**src/rtl/midi_msg_decoder.sv**
```systemverilog
// midi_msg_decoder: byte-serial MIDI channel-message parser with running status.
// Valid/ready: there is no ready; a byte is consumed on every rising clk edge
// where valid_byte=1, so the block accepts one byte per cycle unconditionally.
module midi_msg_decoder (
   input  logic       clk,
   input  logic       rst,
   input  logic       valid_byte,
   input  logic [7:0] data,
   output logic       note_presse,
   output logic       note_release,
   output logic       note_keypress,
   output logic       pitch_wheel,
   output logic [6:0] note,
   output logic [6:0] velocity,
   output logic [3:0] channel,
   output logic       rst_cmd,
   output logic [7:0] addr
);

   // ST_IDLE: no valid running status, data bytes are dropped.
   // ST_DATA1/ST_DATA2: running status valid, waiting for data byte 1 or 2.
   typedef enum logic [1:0] {
      ST_IDLE  = 2'd0,
      ST_DATA1 = 2'd1,
      ST_DATA2 = 2'd2
   } state_t;

   state_t     state, state_next;
   logic [3:0] rs_type, rs_type_next;
   logic [3:0] rs_chan, rs_chan_next;
   logic [6:0] d1, d1_next;

   logic       note_presse_next, note_release_next, note_keypress_next;
   logic       pitch_wheel_next, rst_cmd_next;
   logic [6:0] note_next, velocity_next;
   logic [3:0] channel_next;
   logic [7:0] addr_next;

   logic       one_byte_type;

   // Program change and channel pressure carry a single data byte.
   assign one_byte_type = (rs_type == 4'hC) || (rs_type == 4'hD);

   // Parser state, running status and all registered outputs.
   always_ff @(posedge clk or posedge rst) begin
      if (rst) begin
         state         <= ST_IDLE;
         rs_type       <= 4'h0;
         rs_chan       <= 4'h0;
         d1            <= 7'h00;
         note_presse   <= 1'b0;
         note_release  <= 1'b0;
         note_keypress <= 1'b0;
         pitch_wheel   <= 1'b0;
         rst_cmd       <= 1'b0;
         note          <= 7'h00;
         velocity      <= 7'h00;
         channel       <= 4'h0;
         addr          <= 8'h00;
      end else begin
         state         <= state_next;
         rs_type       <= rs_type_next;
         rs_chan       <= rs_chan_next;
         d1            <= d1_next;
         note_presse   <= note_presse_next;
         note_release  <= note_release_next;
         note_keypress <= note_keypress_next;
         pitch_wheel   <= pitch_wheel_next;
         rst_cmd       <= rst_cmd_next;
         note          <= note_next;
         velocity      <= velocity_next;
         channel       <= channel_next;
         addr          <= addr_next;
      end
   end

   // Byte classification, next parser state and completion actions.
   always_comb begin
      state_next         = state;
      rs_type_next       = rs_type;
      rs_chan_next       = rs_chan;
      d1_next            = d1;
      note_presse_next   = 1'b0;
      note_release_next  = 1'b0;
      note_keypress_next = 1'b0;
      pitch_wheel_next   = 1'b0;
      rst_cmd_next       = 1'b0;
      note_next          = note;
      velocity_next      = velocity;
      channel_next       = channel;
      addr_next          = addr;

      if (valid_byte) begin
         if (data[7]) begin
            if (data < 8'hF0) begin
               // Channel status: new running status, any partial message dropped.
               state_next   = ST_DATA1;
               rs_type_next = data[7:4];
               rs_chan_next = data[3:0];
            end else if (data <= 8'hF7) begin
               state_next = ST_IDLE;
            end else if (data == 8'hFF) begin
               state_next   = ST_IDLE;
               rst_cmd_next = 1'b1;
            end
            // 0xF8-0xFE realtime: no effect at all.
         end else begin
            case (state)
               ST_DATA1: begin
                  if (one_byte_type) begin
                     // Message completes now; running status is kept.
                     if (rs_type == 4'hC) begin
                        addr_next    = {1'b0, data[6:0]};
                        channel_next = rs_chan;
                     end
                  end else begin
                     d1_next    = data[6:0];
                     state_next = ST_DATA2;
                  end
               end
               ST_DATA2: begin
                  state_next = ST_DATA1;
                  if (rs_type != 4'hB) begin
                     note_next     = d1;
                     velocity_next = data[6:0];
                     channel_next  = rs_chan;
                  end
                  case (rs_type)
                     4'h8: note_release_next = 1'b1;
                     4'h9: begin
                        if (data[6:0] == 7'h00) note_release_next = 1'b1;
                        else                    note_presse_next  = 1'b1;
                     end
                     4'hA:    note_keypress_next = 1'b1;
                     4'hE:    pitch_wheel_next   = 1'b1;
                     default: ;
                  endcase
               end
               default: ;
            endcase
         end
      end
   end

endmodule

```
**config.mk**
```make
export PLATFORM = sky130hd
export DESIGN_NAME = midi_msg_decoder
export DESIGN_NICKNAME = d
export VERILOG_FILES = /design/src/rtl/midi_msg_decoder.sv
export SDC_FILE = /design/constraint.sdc
export NUM_CORES = 1
export LEC_CHECK = 0
export BUFFER_PORTS_ARGS = -buffer_cell sky130_fd_sc_hd__clkbuf_2
export CORE_MARGIN = 1.5
export CORE_UTILIZATION = 25
export CTS_CLUSTER_DIAMETER = 80
export DETAILED_ROUTE_END_ITERATION = 8
export SLEW_MARGIN = 20
export SYNTH_ARGS = -nofsm -noshare
export SYNTH_HDL_FRONTEND = slang
export SYNTH_SLANG_ARGS = --single-unit
export TNS_END_PERCENT = 50
```
**constraint.sdc**
```tcl
create_clock -name clk -period 2 [get_ports clk]
set_input_delay 0 -clock clk [delete_from_list [all_inputs] [get_ports clk]]
set_output_delay 0 -clock clk [all_outputs]
set_load 0.03 [all_outputs]
```
# --- Word level (Yosys, flattened, before mapping) ---
# Cells that the tools add are included.
word_totals:
  register_bits: 47
  word_cells: 75
  input_bits: 11
  output_inout_bits: 31
classes:
  reduce_logical: 10
  n_lt_le_gt_ge: 2
  n_mux: 33
  eq_ne: 15
  bitwise: 2
op_table:
  columns: ["op", "n"]
  rows:
  - ["4-bit == test (second input constant)", 6]
  - ["1-bit 2-to-1 mux", 22]
  - ["4-bit 2-to-1 mux", 3]
  - ["4-bit AND reduction", 3]
  - ["2-bit 2-to-1 mux", 5]
  - ["8-bit == test (second input constant)", 1]
  - ["8-bit <= comparator (second input constant)", 1]
  - ["8-bit < comparator (second input constant)", 1]
  - ["4-bit case mux with 2 select lines", 1]
  - ["7-bit zero test", 1]
  - ["2-bit != test (second input constant)", 3]
  - ["6-bit AND reduction", 1]
  - ["5-bit AND reduction", 1]
  - ["4-bit by 1-bit != test with 1-bit output (second input constant)", 1]
  - ["4-bit != test (second input constant)", 1]
  - ["2-bit case mux with 2 select lines", 1]
  - ["3-bit != test (second input constant)", 1]
  - ["3-bit AND reduction", 1]
  - ["3-bit nonzero test", 1]
  - ["2-bit by 1-bit == test with 1-bit output (second input constant)", 1]
  - ["2-bit == test (second input constant)", 1]
  - ["1-bit NOT", 2]
  - ["1-bit case mux with 2 select lines", 1]
  - ["2-bit nonzero test", 1]
  - ["1-bit logical OR", 1]

# --- Logic depth before layout (Yosys ltp) ---
depth:
  word_depth: 6
  depth_mapped: 5
  mapped_depth_nobuf: 4

# --- Worst setup path after synthesis ---
# No wires, ideal clock.
synth_timing:
  path_kind: "register -> register"
  startpoint: "register rs_type[1]"
  endpoint: "register channel[0]"
  synth_period_minus_slack_ps: 1690
  n_path_buf: 1
  path_stages_with_launch: 6
  slack_ps: 310
  t_arrival_ps: 1565
  t_required_ps: 1875
  path_cell_list: "dfrtp_1 nand3b_1 or4_4 buf_6 nand2_4 mux2_4"
synth_via:
  elab_chain_cells: 4
synth_lines:
  columns: ["element", "line_no", "rtl"]
  rows:
  - ["from (decl)", "29", "logic [3:0] rs_type, rs_type_next;"]
  - ["from (signal assigned)", "62", "rs_type <= rs_type_next;"]
  - ["4-bit == test (on tied branches)", "42, 112", null]
  - ["1-bit logical OR", "42", "assign one_byte_type = (rs_type == 4'hC) || (rs_type == 4'hD);"]
  - ["2-bit != test (no line)", null, null]
  - ["6-bit AND reduction (no line) *", null, null]
  - ["to (signal assigned)", "72", "channel <= channel_next;"]
  - ["to (decl)", "15", "output logic [3:0] channel,"]
# Every way passes the cells marked *; elsewhere a longest branch is shown, timed or not.
# A chain may end at the register's enable or synchronous reset.

# --- Worst setup path after layout ---
layout_timing:
  startpoint: "register rs_type[1]"
  endpoint: "register channel[2]"
# Same word-level chain as after synthesis.

==> summary.md <==
| Metric | Value |
|---|---|
| Status | finished, final reports clean |
| First-pass GRT wire length | between 6000 and 7000 um |
| Yosys warns | 0 |
| ANT cells | 0 |
| Post-DR vias/cell | roughly 4.3 |
| CP Class | reg -> reg |
| Fmax | ~0.55 GHz |
| Final Net Count | 191 |
| RSZ-0062 raised after global routing | false |
| Worst Path Required | approximately 2200 ps |
| Latest clock arrival within the worst-skew pair | about 300 ps |
| Starting density of the core | 0.2618 |
| Clock slew at reported path FFs | around 90 ps |
| Area growth, synth to finish | 22.88% |
| Worst reg2reg path depth | 4 |
| TNS Setup | 0 ps |
| Avg Inst Size Synth | 14.54 um2 |
| Final hold vios | 0 |
| ANT nets after route | 0 |
| Mapped Area | 1919 um2 |
| Critical Path AT | ~2000 ps |
| IO buf count | 40 |
| Worst min path class | in -> reg |
| Vias | between 1000 and 1500 |
| Clk root buf | clkbuf_8 |
| R2r setup slk | ~180 ps |
| Initial DRT Pass Iterations | 4 |
| Synthesized Nets | around 140 |
| Worst Path Max Fanout | 8 |
| Register bit total from synthesis | 47 |
| DRC Markers | 0 |
| Slew headroom | 0.6201 |
| Most frequent cells in the layout | 47 x dfrtp_1, 40 x clkbuf_2, 26 x mux2_2 |
| Die area | a little over 8000 um2 |
| Distinct cells, synth | 28 |
| Setup crit end kind | register |
| Grt ovf | 0 |
| Actual slew at the worst max-slew pin | 569.9 ps |
| # rows | 31 |
| Final WL | roughly 3800 um |
| Tcrit/Tclk final | 0.9115 |
| Ratio of cells with drive above 1 in the final layout | 0.5111 |
| Global-route usage over all layers | 0.09744 |
| Largest net degree at the start of global routing | 48 |
| Critical path startpoint | rs_type[1] |
| Most common cell after layout, fill and taps aside | dfrtp_1 |
| Setup violators final | 0 |
| CTS tree | yes |
| Initial antenna violation count | 0 |
| Sequential share of the synthesized area | 0.6128 |
| H-tree depth | 2 |
| Fin crit period | 1823 ps |
| RR Endpoint | channel[2] |
| GPL Wtd Cong | between 0.7 and 0.8 |
| Register area | between 1000 and 1500 um2 |
| Resize count post-CTS | 0 |
| DR WL/cell | approximately 14 um |
| Synth Instances | 132 |
| Fill cells | 751 |
| Max Cap Viol | 0 |
| Core Region | about 7300 um2 |
| Worst Setup EP | channel[2] |
| Die Wd | a little over 90 um |
| Number of global-route vias before repair | roughly 1200 |
| Final setup skew | 7.160 ps |
| 1st-iter DRT viols | 62 |
| Power density over the cells | 1297 nW/um2 |
| Total Power | around 3 mW |
| CP Launch Type | register |
| CTS buffer count | 5 |
| Max clock buf depth | 2 |
| Top Ports | 42 |
| Die height | ~91 um |
| R2R Path Start | rs_type[1] |
| Max VDD drop | 0.6441 mV |
| Clk sinks | 47 |
| Multi-input gate area | between 600 and 700 um2 |
| Slew Viols, Final | 0 |
| Leakage power | between 1 and 1.5 nW |
| Dpl hpwl | approximately 2700 um |
==> power breakdown <==
part / total, mW / switching (mW) / internal (mW) / leakage, nW
Sequential: 1.41 / 0.163 / 1.25 / 0.588
Clock: 0.580 / 0.308 / 0.272 / 0.0470
Combinational: 1.07 / 0.646 / 0.425 / 0.521
Total: 3.06 / 1.12 / 1.94 / 1.16
==> metrics by stage <==
| stage | utilization | worst slack, ps | cell area [um2] | std cells | hold slack [ps] |
|---|---|---|---|---|---|
| 2_1_floorplan | - | 310.1 | 1919 | 132 | 128.8 |
| 3_3_place_gp | 0.3070 | 242.0 | 2251 | 270 | 170.2 |
| 3_5_place_dp | 0.3070 | 212.0 | 2251 | 270 | 167.1 |
| 4_1_cts | 0.3217 | 185.4 | 2359 | 279 | 17.99 |
| 5_1_grt | 0.3217 | 113.9 | 2359 | 279 | 22.55 |
| 6_report | 0.3217 | 177.0 | 2359 | 279 | 24.27 |
==> Yosys cell counts <==
| cell type | n | area share |
|---|---|---|
| dfrtp_1 | 47 | 0.61 |
| mux2_2 | 26 | 0.15 |
| mux2_4 | 11 | 0.086 |
| nand2_1 | 9 | 0.018 |
| inv_1 | 5 | 0.0098 |
| nand3_1 | 4 | 0.010 |
| nor2_1 | 4 | 0.0078 |
| nand3b_1 | 3 | 0.012 |
| nor3_1 | 3 | 0.0078 |
| o22a_1 | 2 | 0.0091 |
| a211oi_1 | 1 | 0.0039 |
| a41o_1 | 1 | 0.0052 |
| and3_1 | 1 | 0.0033 |
| and4bb_2 | 1 | 0.0065 |
| buf_2 | 1 | 0.0026 |
| buf_4 | 1 | 0.0039 |
| buf_6 | 1 | 0.0059 |
| clkbuf_1 | 1 | 0.0020 |
| conb_1 | 1 | 0.0020 |
| nand2_4 | 1 | 0.0059 |
| nand4b_1 | 1 | 0.0046 |
| nor4_1 | 1 | 0.0033 |
| nor4b_1 | 1 | 0.0046 |
| o21ai_0 | 1 | 0.0026 |
| o311ai_0 | 1 | 0.0046 |
| or2_2 | 1 | 0.0033 |
| or3b_1 | 1 | 0.0046 |
| or4_4 | 1 | 0.0059 |
==> cells by family after synthesis <==
kind of cell	count (synthesis)	synth area share
compound gates	6	0.02543
buf+inv	9	0.02412
flops	47	0.6128
mux	37	0.2386
other cells	1	0.001954
simple gates	32	0.09713
==> routing by layer <==
metal | up-vias | routed length, um | track usage
met3 | 5 | 171 | 0.03283
met2 | 31 | 1689 | 0.1385
met4 | 0 | 35 | 0.02778
met1 | 595 | 1932 | 0.1394
li1 | 561 | - | -
met5 | - | 0 | 0
==> timing repair <==
item / 4_1_cts / 5_1_grt
setup buffers: 0 / 0
hold endpoints to repair: 48 / 0
endpoints found under the setup margin: 0 / 0
hold buffers: 2 / 0
==> critical path, cell delays in order (launching register included) <==
cell and delay [ps]:
dfrtp_1 450, nand3b_1 240, or4_4 560, nand2_4 150, mux2_4 310
==> sequential cells by signal (all words and copies together), names as in the netlist, 2 cells and up <==
| name | count |
|---|---|
| addr | 7 |
| channel | 4 |
| d1 | 7 |
| note | 7 |
| rs_chan | 4 |
| rs_type | 4 |
| state | 2 |
| velocity | 7 |
==> layout make-up <==
cell class                 instances  share of cell area
tap                               99             0.05252
clock buffer                       6             0.03501
multi-input combinational         76              0.2955
clock inverter                     1            0.002122
sequential                        47              0.4987
inverter                           5            0.007958
timing repair buffer              45              0.1082
==> worst min path at each step <==
stage / slack (ps) / cells past startpoint / to / startpoint
after floorplan: 130 / 2 / state[1] / valid_byte
after global placement: 170 / 3 / note[6] / rst
after detailed placement: 170 / 3 / note[6] / rst
after CTS: 20 / 3 / rst_cmd / data[7]
after global routing: 20 / 3 / rst_cmd / data[7]
final: 20 / 3 / rst_cmd / data[5]
No activity file was read; power rests on OpenSTA's default activity.
